File: src/rtl/syn_fifo_pkg.sv
// Shared constants and pointer-width helper for the syn_fifo_flags FIFO.
package syn_fifo_pkg;

  localparam int DEF_WIDTH     = 32;
  localparam int DEF_DEPTH     = 64;
  localparam int DEF_AF_MARGIN = 4;
  localparam int DEF_AE_THRESH = 4;

  // One extra bit beyond the address so full and empty are distinguishable.
  function automatic int ptr_w(input int depth);
    return $clog2(depth) + 1;
  endfunction

endpackage

File: src/rtl/syn_fifo_flags_mem.sv
// Simple dual-port storage for the FIFO: one write port, one read port with a
// registered, resettable output that holds its value when no read is issued.
module fifo_mem #(
  parameter int WIDTH = 32,
  parameter int DEPTH = 64,
  parameter int AW    = $clog2(DEPTH)
) (
  input  logic             clk,
  input  logic             rst,
  input  logic             we,
  input  logic [AW-1:0]    waddr,
  input  logic [WIDTH-1:0] wdata,
  input  logic             re,
  input  logic [AW-1:0]    raddr,
  output logic [WIDTH-1:0] rdata
);

  logic [WIDTH-1:0] mem [DEPTH];
  logic [WIDTH-1:0] rdata_q, rdata_d;

  always_ff @(posedge clk) begin
    if (we) mem[waddr] <= wdata;
  end

  always_comb begin
    rdata_d = rdata_q;
    if (re) rdata_d = mem[raddr];
  end

  always_ff @(posedge clk or posedge rst) begin
    if (rst) rdata_q <= '0;
    else     rdata_q <= rdata_d;
  end

  assign rdata = rdata_q;

endmodule

File: src/rtl/syn_fifo_flags.sv
// Synchronous FIFO with exact registered occupancy flags and sticky error flags.
// Define SYN_FIFO_FWFT_EN for first-word-fall-through output; default is registered-read mode.
module syn_fifo_flags
  import syn_fifo_pkg::*;
#(
  parameter int WIDTH     = DEF_WIDTH,
  parameter int DEPTH     = DEF_DEPTH,
  parameter int AF_THRESH = DEPTH - DEF_AF_MARGIN,
  parameter int AE_THRESH = DEF_AE_THRESH
) (
  input  logic                      clk,
  input  logic                      rst,
  input  logic [WIDTH-1:0]          wdata,
  input  logic                      we,
  input  logic                      re,
  output logic [WIDTH-1:0]          rdata,
  output logic                      rvalid,
  output logic                      full,
  output logic                      empty,
  output logic                      almost_full,
  output logic                      almost_empty,
  output logic [ptr_w(DEPTH)-1:0]   count,
  output logic                      overflow,
  output logic                      underflow,
  input  logic                      err_clr
);

  localparam int PW = ptr_w(DEPTH);
  localparam int AW = PW - 1;
  localparam logic [31:0] AF_T = 32'(AF_THRESH);
  localparam logic [31:0] AE_T = 32'(AE_THRESH);

  logic [PW-1:0] wr_ptr_q, wr_ptr_d, rd_ptr_q, rd_ptr_d, count_q, count_d;
  logic full_q, full_d, empty_q, empty_d, af_q, af_d, ae_q, ae_d;
  logic ovf_q, ovf_d, udf_q, udf_d;
  logic wr_acc, rd_acc, mem_we, mem_re;
  logic [WIDTH-1:0] mem_rdata;
  logic [31:0] count_ext;

  assign wr_acc = we && !full_q;
  assign rd_acc = re && !empty_q;

  always_comb begin
    count_d = count_q;
    if (wr_acc && !rd_acc)      count_d = count_q + PW'(1);
    else if (!wr_acc && rd_acc) count_d = count_q - PW'(1);
    count_ext = 32'(count_d);
    // Flags come from the next count so they change on the same edge as count.
    full_d  = (count_ext == 32'(DEPTH));
    empty_d = (count_d == '0);
    af_d    = (count_ext >= AF_T);
    ae_d    = (count_ext <= AE_T);
    ovf_d   = ovf_q;
    udf_d   = udf_q;
    if (err_clr) begin
      ovf_d = 1'b0;
      udf_d = 1'b0;
    end
    if (we && full_q)  ovf_d = 1'b1;
    if (re && empty_q) udf_d = 1'b1;
    wr_ptr_d = wr_ptr_q + PW'(mem_we);
    rd_ptr_d = rd_ptr_q + PW'(mem_re);
  end

  always_ff @(posedge clk or posedge rst) begin
    if (rst) begin
      wr_ptr_q <= '0;
      rd_ptr_q <= '0;
      count_q  <= '0;
      full_q   <= 1'b0;
      empty_q  <= 1'b1;
      af_q     <= (AF_THRESH == 0);
      ae_q     <= 1'b1;
      ovf_q    <= 1'b0;
      udf_q    <= 1'b0;
    end else begin
      wr_ptr_q <= wr_ptr_d;
      rd_ptr_q <= rd_ptr_d;
      count_q  <= count_d;
      full_q   <= full_d;
      empty_q  <= empty_d;
      af_q     <= af_d;
      ae_q     <= ae_d;
      ovf_q    <= ovf_d;
      udf_q    <= udf_d;
    end
  end

`ifdef SYN_FIFO_FWFT_EN
  // Output stage is either a bypass register (word written while the stage
  // drains) or the memory read register; count covers both stage and memory.
  logic mem_empty, bypass, sel_q, sel_d;
  logic [WIDTH-1:0] byp_q, byp_d;

  assign mem_empty = (wr_ptr_q == rd_ptr_q);
  assign bypass    = wr_acc && (empty_q || (rd_acc && mem_empty));
  assign mem_we    = wr_acc && !bypass;
  assign mem_re    = rd_acc && !mem_empty;

  always_comb begin
    sel_d = sel_q;
    byp_d = byp_q;
    if (bypass) begin
      sel_d = 1'b1;
      byp_d = wdata;
    end else if (mem_re) begin
      sel_d = 1'b0;
    end
  end

  always_ff @(posedge clk or posedge rst) begin
    if (rst) begin
      sel_q <= 1'b1;
      byp_q <= '0;
    end else begin
      sel_q <= sel_d;
      byp_q <= byp_d;
    end
  end

  assign rvalid = !empty_q;
  assign rdata  = sel_q ? byp_q : mem_rdata;
`else
  logic rvalid_q, rvalid_d;

  assign mem_we   = wr_acc;
  assign mem_re   = rd_acc;
  assign rvalid_d = rd_acc;

  always_ff @(posedge clk or posedge rst) begin
    if (rst) rvalid_q <= 1'b0;
    else     rvalid_q <= rvalid_d;
  end

  assign rvalid = rvalid_q;
  assign rdata  = mem_rdata;
`endif

  fifo_mem #(.WIDTH(WIDTH), .DEPTH(DEPTH), .AW(AW)) u_mem (
    .clk   (clk),
    .rst   (rst),
    .we    (mem_we),
    .waddr (wr_ptr_q[AW-1:0]),
    .wdata (wdata),
    .re    (mem_re),
    .raddr (rd_ptr_q[AW-1:0]),
    .rdata (mem_rdata)
  );

  assign count        = count_q;
  assign full         = full_q;
  assign empty        = empty_q;
  assign almost_full  = af_q;
  assign almost_empty = ae_q;
  assign overflow     = ovf_q;
  assign underflow    = udf_q;

endmodule
File: config.mk
export PLATFORM = sky130hd
export DESIGN_NAME = syn_fifo_flags
export DESIGN_NICKNAME = d
export VERILOG_FILES = /design/src/rtl/syn_fifo_pkg.sv /design/src/rtl/syn_fifo_flags_mem.sv /design/src/rtl/syn_fifo_flags.sv
export SDC_FILE = /design/constraint.sdc
export NUM_CORES = 2
export LEC_CHECK = 0
export CAP_MARGIN = 40
export CORE_ASPECT_RATIO = 0.8
export CORE_MARGIN = 4
export CORE_UTILIZATION = 39
export DETAILED_ROUTE_END_ITERATION = 16
export SLEW_MARGIN = 10
export SYNTH_ARGS = -nofsm -noshare
export SYNTH_HDL_FRONTEND = slang
export SYNTH_HIERARCHICAL = 1
export SYNTH_SLANG_ARGS = --single-unit
File: constraint.sdc
create_clock -name clk -period 4.4 [get_ports clk]
set_input_delay 0.88 -clock clk [delete_from_list [all_inputs] [get_ports clk]]
set_output_delay 0.88 -clock clk [all_outputs]
set_load 0.05 [all_outputs]
# Word level (Yosys, flattened, before mapping)
# Memories as Yosys holds them, arrays and structs flattened. A register that Yosys moved wholly into a read port is not among the register bits.
# Index checks and enable logic that the tools add are counted.
# classes
n_eq_ne	1
magnitude_cmp	2
n_mux	7
n_addsub	4
n_reduce_logical	13
# ops
operator	n
adder 7 x 1 -> 7 bit	2
two-way mux 7 bit	2
adder 7 x 1 -> 7 bit (second input constant)	1
== test 7 bit (second input constant)	1
>= comparator 7 x 6 -> 1 bit (second input constant)	1
less-or-equal comparator 7 x 3 -> 1 bit (second input constant)	1
logical NOT 7 bit	1
subtractor 7 x 1 -> 7 bit (second input constant)	1
logical AND 1 bit	6
two-way mux 1 bit	5
logical NOT 1 bit	4
nonzero test 2 bit	2
# totals
reg_bits	28
out_inout_bits	46
wordCells	38
input_bits	37
mem_bits_rw	2048
memories	1
# memory_table
name	depth	width	read_ports	rd_clocked_by_memory_dff	write_ports	line	source
u_mem.mem	64	32	1	1	1	syn_fifo_flags_mem.sv:18	logic [WIDTH-1:0] mem [DEPTH];

# Longest topological paths before layout
# depth
word_depth	7
depth_mapped	11
ltp_nobuf	7

# By module
# Netlist, hierarchy kept.
# modules_own_cells
module	seq_area_each_um2	n_inst	cells_each	area_per_inst_um2
fifo_mem	62299.8	1	3834	79626.4
syn_fifo_flags	653.1	1	118	1276.2

# Worst setup path before layout
# Ideal clock, no wire load.
# synth_timing
path_kind	input to register
from	input we
to	memory u_mem.mem[48][0] (enable)
path_buffers	1
required_ns	3.939
setup_ns	0.461
path_stages	5
path_slack_ns	0.354
arrival_time_ns	3.585
path_cell_list	nand2b_1 -> buf_4 -> inv_4 -> nand4b_1 -> nor3_1
# synth_between
elab_chain_len	3
# synth_rtl
element	line	source
start: declaration	syn_fifo_flags.sv:14	input logic we,
logical AND 1 bit	syn_fifo_flags.sv:40	assign wr_acc = we && !full_q;
named net mem_we	syn_fifo_flags.sv:36	logic wr_acc, rd_acc, mem_we, mem_re;
two-way mux 1 bit	syn_fifo_flags_mem.sv:22	if (we) mem[waddr] <= wdata;
two-way mux 1 bit (not written as such)	syn_fifo_flags_mem.sv:22	
end: declaration	syn_fifo_flags_mem.sv:18	
# The timed path passes the listed nets, and every way through them passes these cells.

==> flow_summary.yaml <==
die:
  rows: 149
  dieArea_sq_mm: 0.215
  coreArea_sq_mm: 0.206
  die_w_um: 517
  initial_core_util_pct: 39.2
  die_y_um: 415
  pin_count: 83
yosys:
  netlist_area_sq_mm: 0.0809
  syn-mean-instance-area_sq_um: 20.5
  yosysWarnings: 6
  ys_ff_latch: 2106
  synthArstFlopShare_pct: 2.75
  synth-edff-count: 2048
  synth_fp_nets: 3995
  syn_inst: 3952
  yosysSeqAreaShare_pct: 77.8
  ys.flop_type: "edfxtp_1"
  ys_types: 59
cells_and_area:
  nFillCells: 17200
  final_common_cell: "edfxtp_1"
  design_area_sq_mm: 0.0934
  final_nets: 4306
  syn_to_final_growth_pct: 15.5
  drive_gt1_share_pct: 21.8
  final_cell_mix: "2048 x edfxtp_1, 418 x mux2i_1, 303 x mux4_2"
  layout.cells.non_filler: 7145
  utilization_pct: 45.3
critical_path:
  timing.rr.start: "rd_ptr_q[0]"
  cp.arrival_ns: 4.09
  crit_path_end_kind: "flop"
  criticalPathCategory: "flop to flop"
  setup.worst_path.start: "rd_ptr_q[0]"
  worstPathMaxFanout: 41
  worst_setup_path_start_kind: "flop"
  cp.required_ns: 5.10
min_path:
  min_path_type: "primary input to flop"
  min_from: "wdata[25]"
power_and_ir_drop:
  powerDensity_mw_per_mm2: 620
  leakagePower_nw: 30.2
  total_power_mw: 57.9
  peakVddDrop_uv: 552
timing:
  final_max_slew_viol_count: 0
  final-hold-violation-count: 0
  tns_ns: 0
  worst_slew_pin_slew_ns: 0.944
  rsz0062_at_grt: "false"
  worst_hold_slack_ns: 0.308
  min_period_ns: 3.39
  setup_viol: 0
  worst_slack_ns: 1.01
  slew_headroom_pct: 37.1
  period_share_pct: 77.0
  fmax_mhz: 295
  fin_skew_ns: 0.0517
status:
  outcome: "finished, final reports clean"
job:
  drv_cap: 0
clock_network:
  ctsResizeCount: 0
  clkTransAtPathRegs_ns: 0.06
  clkSinkCount: 2106
  cts_hold_buf: 0
  h-tree-depth: 4
  cts_setup_buffers: 0
  clk_path_buf_depth: 3
  numCtsBuffers: 197
  root_buffer: "clkbuf_16"
  clk_latency_ns: 0.84
  cts_tree: "built"
detailed_routing:
  via_per_inst: 5.75
  dr.first_iter.drc_count: 5542
  wl_per_cell_um: 30.6
  wl_um: 219000
  drc: 0
  ant_nets: 0
  vias: 41100
  drtPass1Iterations: 6
place:
  dp_hpwl_um: 140000
  io_buffers: 82
  dp_slack_ns: 0.581
  post_dp_cell_area_sq_mm: 0.0870
  placed_cells: 6775
  gp_congestion: 0.884
global_route:
  grt_pass1_wl_um: 308000
  grt.overflow.total: 0
  first_global_vias: 39300
  grt_usage_pct: 20.2
  grt_max_degree: 129
  antenna_found_initial: 9
## synth_stat cells, types with 3 or more instances
master	instances	area (sq um)
edfxtp_1	2048	61500
mux2i_1	418	4180
mux4_2	303	6820
nor2_1	122	458
o22ai_1	114	713
buf_2	91	455
nor2b_1	86	538
clkbuf_1	79	297
a211oi_1	65	488
dfrtp_1	56	1400
a221oi_1	47	412
nand2_1	47	176
o22a_1	47	412
o21ai_1	33	165
o221ai_1	33	289
o211ai_1	32	240
o41ai_1	32	280
buf_4	30	225
nand3_1	28	140
inv_1	25	93.8
buf_6	24	270
nand4_1	24	150
nor3_1	24	120
o21ai_0	20	100
a21oi_1	17	85.1
a22oi_1	17	128
nor4_1	16	100
xnor2_1	8	70.1
and3_1	6	37.5
buf_1	6	22.5
ha_1	6	75.1
nand2b_1	5	31.3
xor2_1	5	43.8
or3_1	4	25.0
nand3b_1	3	22.5
nand4b_1	3	26.3
nand4bb_1	3	33.8
## flip-flops by register name, indices dropped and copies added (netlist names)
register      flops
u_mem/mem      2048
count             7
rvalid            1
u_mem/rdata      32
empty             1
underflow         1
full              1
overflow          1
rd_ptr_q          6
wr_ptr_q          6
almost_full       1
almost_empty      1
## logic make-up (layout without fill, tap and decap cells)
group                      Yosys count  in the layout  share of synthesized area, %
AOI/OAI and AO/OA                  463            463                          4.16
DFF                               2106           2106                          77.8
other                                0              7                             0
and+or+nand+nor                    385            385                          2.48
xor gates and xnor gates            13             13                         0.141
muxes                              721            721                          13.6
buffers and inverters              258            726                          1.71
adders and majority gates            6              6                        0.0928
## per-layer routing
layer	wire length (um)	GRT usage, %	share of wire [%]
met5	10	0	0.0046
met4	4840	4.56	2.2
met3	20500	4.45	9.4
met2	96000	28.9	44
met1	97600	31.4	45
## power by group
part           total, mW  switching, mW  internal (mW)
Combinational       17.3           10.6           6.61
Clock               16.7           7.31           9.42
Sequential          23.9          0.962           22.9
## cell type report
type	count	area [sq um]	share of cell area (%)
Inverter	27	104	0.111
Sequential cell	2106	63000	67.4
Timing Repair Buffer	343	3580	3.83
Clock buffer	259	5350	5.72
Antenna cell	7	17.5	0.0187
Tap cell	2718	3400	3.64
Clock inverter	97	940	1.01
Multi-Input combinational cell	1588	17100	18.3
## worst paths after layout
path / cells past startpoint / slack, ns / to
max: 6 / 1.01 / u_mem/rdata[12]
min in group asynchronous: 3 / 0.72 / rd_ptr_q[4]
max reg2reg: 6 / 1.01 / u_mem/rdata[12]
max in group asynchronous: 2 / 3.04 / u_mem/rdata[28]
min reg2reg: 2 / 0.53 / overflow
min: 1 / 0.31 / u_mem/mem[36][25]
## worst max-delay path, stage by stage (launching register included)
cell	delay [ns]
dfrtp_4	0.91
buf_12	0.40
buf_4	0.41
mux4_2	0.54
a211oi_1	0.68
buf_4	0.22
o41ai_1	0.07
(Power assumes the default switching activity.)
